File: config.mk
export PLATFORM = sky130hd
export DESIGN_NAME = irq_scheduler
export DESIGN_NICKNAME = d
export VERILOG_FILES = /design/src/rtl/irq_scheduler.sv
export SDC_FILE = /design/constraint.sdc
export NUM_CORES = 1
export LEC_CHECK = 0
export ABC_AREA = 1
export CAP_MARGIN = 20
export CORE_UTILIZATION = 34
export DETAILED_ROUTE_END_ITERATION = 6
export GPL_TIMING_DRIVEN = 0
export PLACE_DENSITY_LB_ADDON = 0.1
export SKIP_CTS_REPAIR_TIMING = 1
export SLEW_MARGIN = 40
export SYNTH_ARGS = -nofsm -noshare
export SYNTH_HDL_FRONTEND = slang
export SYNTH_SLANG_ARGS = --single-unit
File: constraint.sdc
create_clock -name clk -period 1.5 [get_ports clk]
set_input_delay 0.15 -clock clk [delete_from_list [all_inputs] [get_ports clk]]
set_output_delay 0.15 -clock clk [all_outputs]
set_load 0.05 [all_outputs]
File: src/rtl/irq_scheduler.sv
// irq_scheduler: latches peripheral interrupt edges, picks one by priority and tracks its handshake with the pipeline.
// Define IRQ_ROUND_ROBIN_EN for rotating priority; default build uses fixed lowest-index-first priority.
module irq_scheduler #(
   parameter int          NSRC      = 4,
   parameter logic [31:0] BASE_ADDR = 32'h40000030
) (
   input  logic            clk,
   input  logic            reset,
   input  logic [NSRC-1:0] src,
   input  logic            MemRd,
   input  logic            MemWr,
   input  logic [31:0]     Addr,
   input  logic [31:0]     WriteData,
   output logic [31:0]     ReadData,
   input  logic            kernel,
   output logic            irq_req,
   input  logic            irq_ack,
   output logic [2:0]      irq_id
);
   typedef enum logic [1:0] {IDLE, REQ, ENTER, SERVICE} state_t;
   state_t state, state_nx;
   logic [NSRC-1:0] src_q, pend, mask, act, w1c, clr;
   logic [7:0] act8;
   logic [2:0] cause_id, win;
   logic cause_v, hit_pend, hit_mask, hit_cause, ack, unused_ok;
   assign hit_pend  = Addr == BASE_ADDR;
   assign hit_mask  = Addr == BASE_ADDR + 32'd4;
   assign hit_cause = Addr == BASE_ADDR + 32'd8;
   assign act       = pend & mask;
   assign act8      = 8'(act);
   assign ack       = state == REQ && irq_ack;
   assign w1c       = MemWr && hit_pend ? WriteData[NSRC-1:0] : '0;
   assign clr       = ack ? NSRC'(1) << irq_id : '0;
   assign irq_req   = state == REQ;
   assign unused_ok = &{1'b0, WriteData[31:NSRC]};
   assign ReadData  = !MemRd    ? '0 :
                      hit_pend  ? 32'(pend) :
                      hit_mask  ? 32'(mask) :
                      hit_cause ? {cause_v, 28'b0, cause_id} : '0;
`ifdef IRQ_ROUND_ROBIN_EN
   logic [2:0] ptr;
   logic [2*NSRC-1:0] rot;
   // Rotate the active set so the search starts at ptr; bit k maps back to (ptr+k) mod NSRC.
   assign rot = {act, act} >> ptr;
   always_ff @(posedge clk or negedge reset)
      if (!reset) ptr <= '0;
      else if (ack) ptr <= 3'((int'(irq_id) + 1) % NSRC);
   always_comb begin
      win = '0;
      for (int k = NSRC - 1; k >= 0; k--)
         if (rot[k]) win = 3'((int'(ptr) + k) % NSRC);
   end
`else
   always_comb begin
      win = '0;
      for (int k = NSRC - 1; k >= 0; k--)
         if (act[k]) win = 3'(k);
   end
`endif
   always_comb begin
      state_nx = state;
      case (state)
         IDLE:    if (|act && !kernel) state_nx = REQ;
         REQ:     if (irq_ack) state_nx = ENTER;
                  else if (!act8[irq_id]) state_nx = IDLE;
         ENTER:   if (kernel) state_nx = SERVICE;
         SERVICE: if (!kernel) state_nx = IDLE;
         default: state_nx = IDLE;
      endcase
   end
   // A new edge on a bit being cleared (by W1C or ack) keeps it pending.
   always_ff @(posedge clk or negedge reset)
      if (!reset) begin
         state    <= IDLE;
         src_q    <= '0;
         pend     <= '0;
         mask     <= '0;
         cause_v  <= 1'b0;
         cause_id <= '0;
         irq_id   <= '0;
      end else begin
         state <= state_nx;
         src_q <= src;
         pend  <= (pend & ~w1c & ~clr) | (src & ~src_q);
         if (MemWr && hit_mask) mask <= WriteData[NSRC-1:0];
         if (state == IDLE && state_nx == REQ) irq_id <= win;
         if (ack) begin
            cause_v  <= 1'b1;
            cause_id <= irq_id;
         end else if (state == SERVICE && !kernel) cause_v <= 1'b0;
      end
endmodule

======== Word-level counts from Yosys, hierarchy flattened ========
Index checks and enable logic that the tools add are counted.
operators by class
  $lt $le $gt $ge ......................... 1
  eq/ne operators ......................... 7
  shift operators ......................... 1
  mux-type cells .......................... 20
  bitwise gates (word level) .............. 8
  reduce and logical (&&, ||, !) cells .... 10
operators by type and width
  kind                                                         number
  two-way mux 32 bit                                           4
  equality test 32 x 31 -> 1 bit (second input constant)       3
  bitwise AND 4 bit                                            4
  two-way mux 2 bit                                            8
  inverter 4 bit                                               3
  two-way mux 4 bit                                            2
  case mux 2 bit (4 select lines)                              1
  logical AND 1 bit                                            6
  equality test 2 x 1 -> 1 bit (second input constant)         2
  equality test 2 bit (second input constant)                  2
  less-than comparator 3 x 4 -> 1 bit (second input constant)  1
  OR 4 bit                                                     1
  OR reduction 4 bit                                           1
  left shift 1 x 3 -> 4 bit (first input constant)             1
  binary-select mux 1 bit (select 3 bit)                       1
  two-way mux 1 bit                                            3
  two-way mux 3 bit                                            1
  zero test 2 bit                                              1
  nonzero test 2 bit                                           1
  zero test 1 bit                                              1
word-level totals
  register bits after elaboration ......... 21
  bits of input ports ..................... 74
  output and inout bits ................... 36
  logic and storage cells ................. 54

======== Depth between registers and ports, before layout ========
  depth in word-level cells ............... 8
  mapped depth ............................ 10
  depth with buffers taken out ............ 10

======== Worst setup path before layout ========
No wires, ideal clock.
  path kind ............................... in2out
  start ................................... in Addr[23]
  end ..................................... out ReadData[31]
  arrival ................................. 2.018 ns
  data required time ...................... 1.350 ns
  slack ................................... -0.668 ns
  stages .................................. 5
  path buffers ............................ 0
  path through ............................ nor2_1 -> nand2_1 -> nor2_1 -> nand2_2 -> nor4_1
between the ends
  cells in the longest elaborated chain, start to end .. 5
  elaborated cells on any way between the ends .. 7
  those cells by class .................... eq/ne: 3; mux: 4
ends and longest elaborated chain
  element                         RTL line  RTL
  from (decl)                     12        input logic [31:0] Addr,
  equality test 32 x 31 -> 1 bit  28        assign hit_cause = Addr == BASE_ADDR + 32'd8;
  two-way mux 32 bit              39        hit_cause ? {cause_v, 28'b0, cause_id} : '0;
  two-way mux 32 bit              38        hit_mask ? 32'(mask) :
  two-way mux 32 bit (*)          37        hit_pend ? 32'(pend) :
  two-way mux 32 bit (*)          36        assign ReadData = !MemRd ? '0 :
  to (decl)                       14        output logic [31:0] ReadData,
Every way passes the cells marked *; elsewhere a longest branch is shown, timed or not.

======== Worst setup path after layout ========
  start ................................... in MemRd
  end ..................................... out ReadData[31]
between the ends
  cells in the longest elaborated chain, start to end .. 1
ends and longest elaborated chain
  element             RTL line  RTL
  from (decl)         10        input logic MemRd,
  two-way mux 32 bit  36
Every way passes these cells.

==> impl_results.rst <==
.. list-table::
   :header-rows: 1

   * - Metric
     - Value
   * - Run status
     - complete, no violations
   * - Setup violators final
     - 0
   * - Post-layout minimum cycle time
     - about 1500 ps
   * - Post-synthesis to final-layout area growth
     - 52.8%
   * - Area after detailed placement
     - 2150 um2
   * - Number of antenna violations at the first check in global routing
     - 0
   * - Number of rows created at floorplan
     - 23
   * - Starting density of the core
     - 0.357
   * - Wirelength, routed
     - between 3 and 4 mm
   * - Number of nets still failing antenna checks after routing
     - 0
   * - Clk Tree Root Cell
     - sky130_fd_sc_hd__clkbuf_8
   * - Non-Filler Cell Area, Final
     - 2220 um2
   * - Timing startpoint of the critical path
     - MemRd
   * - Clock transition at the registers of the reported paths
     - 70 ps
   * - Fraction of post-synthesis cell area in the top cell type by area
     - 0.328
   * - Number of maximum-capacitance constraint violations
     - 0
   * - Via count of the first global-routing pass
     - 1,252
   * - Maximum net fanout on the critical path
     - 5
   * - Library cell occupying the most area in the post-synthesis netlist
     - sky130_fd_sc_hd__dfrtp_1
   * - Number of vias in the routed layout
     - 1,451
   * - TritonCTS clock tree
     - done
   * - Worst endpoint required time
     - approximately 1400 ps
   * - Port Buf Inserts
     - 53
   * - Vertical die dimension
     - between 60 and 70 um
   * - Maximum vdd ir drop
     - 517 uV
   * - Post-route clock skew
     - 0.556 ps
   * - DR iter-0 viols
     - 37
   * - Mean number of vias per cell
     - 4.06
   * - CP max stage cell
     - sky130_fd_sc_hd__clkdlybuf4s50_1
   * - Placed wire-length estimate
     - 2.66 mm
   * - H-tree lvl count
     - 1
   * - Launching element type of the critical path
     - primary input
   * - Synth warnings
     - 0
   * - Distinct cell type count after synthesis
     - 16
   * - Number of buffers created by CTS
     - 3
   * - Number of instances in the synthesized netlist
     - 220
   * - Area of the die
     - 4530 um2
   * - Cell chain of the critical path
     - clkdlybuf4s50_1 > inv_1 > nor4_2 > clkbuf_2
   * - Number of cells traversed by the worst register-to-register path
     - 6
   * - Destination of the worst register-to-register timing path
     - pend[2]$_DFF_PN0_
   * - Pin count of the biggest net entering global routing
     - 20
   * - Post-placement setup slack
     - -972 ps
   * - Core occupancy in the finished layout
     - 0.546
   * - Source-to-sink clock delay at the later pin of the worst-skew pair
     - 260 ps
   * - Register-to-register setup slack
     - 230 ps
   * - Class of the most critical hold timing path
     - primary input to register
   * - Detailed-routing iteration count for the pre-antenna-repair pass
     - 4
   * - Remaining routing DRC violations
     - 0
   * - Fraction of layout instances using a drive strength above 1
     - 0.267
   * - Actual transition at the worst max-transition pin
     - 505 ps
   * - Routed wirelength normalized by instance count
     - around 9.1 um
   * - Sequential-to-total area share from yosys stat
     - 0.328
   * - Post-layout worst setup margin
     - slightly above 40 ps
   * - Remaining Overflow, GRT
     - 0
   * - Number of top-level pins
     - 110
   * - CTS sink count
     - 19
   * - Antenna cells
     - 0
   * - Synthesized area divided by synthesized cell count
     - 6.59 um2
   * - Leakage power figure
     - about 1.3 nW
   * - Final cycle utilization of the critical path
     - 0.973
   * - Number of nets in the finished design
     - roughly 380
   * - Rel. slew slack
     - 0.663
   * - Horizontal extent of the die
     - 67.3 um
   * - Overall fraction of global-route tracks in use
     - 0.147
   * - Final Max Tran Viols
     - 0
   * - Cells taking the most area after synthesis
     - sky130_fd_sc_hd__dfrtp_1 (33%), sky130_fd_sc_hd__buf_4 (14%), sky130_fd_sc_hd__nand2_1 (13%)
   * - Design Power
     - 1.50 mW
   * - Number of fill cells in the layout
     - 424
   * - Power density of the placed cells
     - 679 nW/um2
   * - RD Place Congestion
     - 0.721
   * - Critical path class
     - primary input to output pin
   * - Wire length of the first global-routing pass
     - roughly 5 mm
   * - Crit path arrival time
     - 1310 ps
   * - Critical path endpoint
     - ReadData[31]
   * - Placeable core region
     - 4060 um2
   * - Maximum clock rate
     - a little under 700 MHz
   * - Flip-flop and latch count after synthesis
     - 19
   * - Hold violation count in the final report
     - 0
   * - Critical path's largest stage delay
     - 460 ps
   * - Worst reg2reg startpoint
     - state[1]$_DFF_PN0_
   * - Cell area after synthesis
     - 1450 um2
   * - Endpoint kind of the worst setup timing path
     - output pin
   * - CTS Buffer Depth
     - 2
-- synth_stat cells, drive strengths merged --
master and n:
a21oi 7, buf 28, conb 1, dfrtp 19
inv 35, nand2 55, nand3 27, nand3b 1
nor2 33, nor3 1, nor4 1, o21ai 12
-- cell usage in the layout, fill, tap and decap left out, types with 2 or more instances in the layout --
cell                              instances
sky130_fd_sc_hd__dlymetal6s2s_1          17
sky130_fd_sc_hd__a21oi_1                  5
sky130_fd_sc_hd__clkdlybuf4s50_1         12
sky130_fd_sc_hd__nand2_1                 49
sky130_fd_sc_hd__nor2_1                  21
sky130_fd_sc_hd__clkbuf_8                 3
sky130_fd_sc_hd__dfrtp_1                 19
sky130_fd_sc_hd__nand2_2                  4
sky130_fd_sc_hd__nor2_4                   5
sky130_fd_sc_hd__o21ai_0                 12
sky130_fd_sc_hd__nor2_2                   7
sky130_fd_sc_hd__nand3_1                 27
sky130_fd_sc_hd__clkbuf_2                18
sky130_fd_sc_hd__buf_4                   30
sky130_fd_sc_hd__inv_2                    2
sky130_fd_sc_hd__conb_1                  28
sky130_fd_sc_hd__nand2_4                  2
sky130_fd_sc_hd__buf_6                    5
sky130_fd_sc_hd__inv_1                   32
sky130_fd_sc_hd__a21oi_2                  2
-- state kept, by name, summed over array words and instances (netlist names) --
signal	flops
cause_id	2
cause_v	1
irq_id	2
mask	4
pend	4
src_q	4
state	2
-- final cells by class --
| type | instances | area [um2] | area share |
|---|---|---|---|
| well taps | 50 | 62.6 | 0.0282 |
| plain buffers | 28 | 210 | 0.0949 |
| multi-input cells | 165 | 778 | 0.351 |
| repair buffers | 56 | 509 | 0.230 |
| inverters | 35 | 134 | 0.0604 |
| clock inverters | 1 | 5.00 | 0.00226 |
| flip-flops and latches | 19 | 475 | 0.215 |
| clock buffers | 3 | 41.3 | 0.0186 |
-- stage by stage --
| step | cells | hold slack (ps) | setup TNS, ps |
|---|---|---|---|
| 6_report | 357 | 352 | 0 |
| 2_1_floorplan | 247 | -146 | -96.4 |
| 3_3_place_gp | 350 | 464 | -5130 |
| 4_1_cts | 354 | -170 | -5370 |
| 5_1_grt | 357 | 350 | -36.0 |
| 3_5_place_dp | 350 | 114 | -5410 |
-- power breakdown --
| group | leakage, nW | total [mW] | switching, mW | internal [mW] |
|---|---|---|---|---|
| logic | 1.10 | 0.535 | 0.341 | 0.194 |
| clock network | 0.0255 | 0.360 | 0.175 | 0.185 |
| registers | 0.222 | 0.609 | 0.0291 | 0.580 |
| total | 1.35 | 1.50 | 0.546 | 0.959 |
-- critical path: cells and delay by family --
kind / cells / cell delay, ps
simple gates: 1 / 280
buf+inv: 3 / 890
-- logic make-up (layout without fill, tap and decap cells) --
logic type	count (synthesis)	in the layout	share of synthesized area
and+or+nand+nor	118	118	0.368
other	1	28	0.00259
AOI/OAI and AO/OA	19	19	0.0656
buffers and inverters	63	123	0.236
DFF	19	19	0.328
-- metal layers --
| layer | track usage | vias to the layer above | part of all wire |
|---|---|---|---|
| met1 | 0.165 | 597 | 0.45 |
| met2 | 0.275 | 53 | 0.47 |
| met3 | 0.0253 | 6 | 0.075 |
| li1 | - | 795 | - |
| met4 | 0.0532 | 0 | 0.013 |
| met5 | 0 | - | 0 |
-- how the worst min path moves through the flow --
stage	from	endpoint	slack, ps	cells after the start
5_1_grt	src[2]	src_q[2]$_DFF_PN0_	350	1
2_1_floorplan	reset	cause_id[0]$_DFFE_PN0P_	-150	0
6_report	src[3]	src_q[3]$_DFF_PN0_	350	1
3_5_place_dp	reset	irq_id[0]$_DFFE_PN0P_	110	1
3_3_place_gp	src_q[1]$_DFF_PN0_	pend[1]$_DFF_PN0_	460	3
4_1_cts	reset	src_q[0]$_DFF_PN0_	-170	1
No activity file was read; power rests on OpenSTA's default activity.
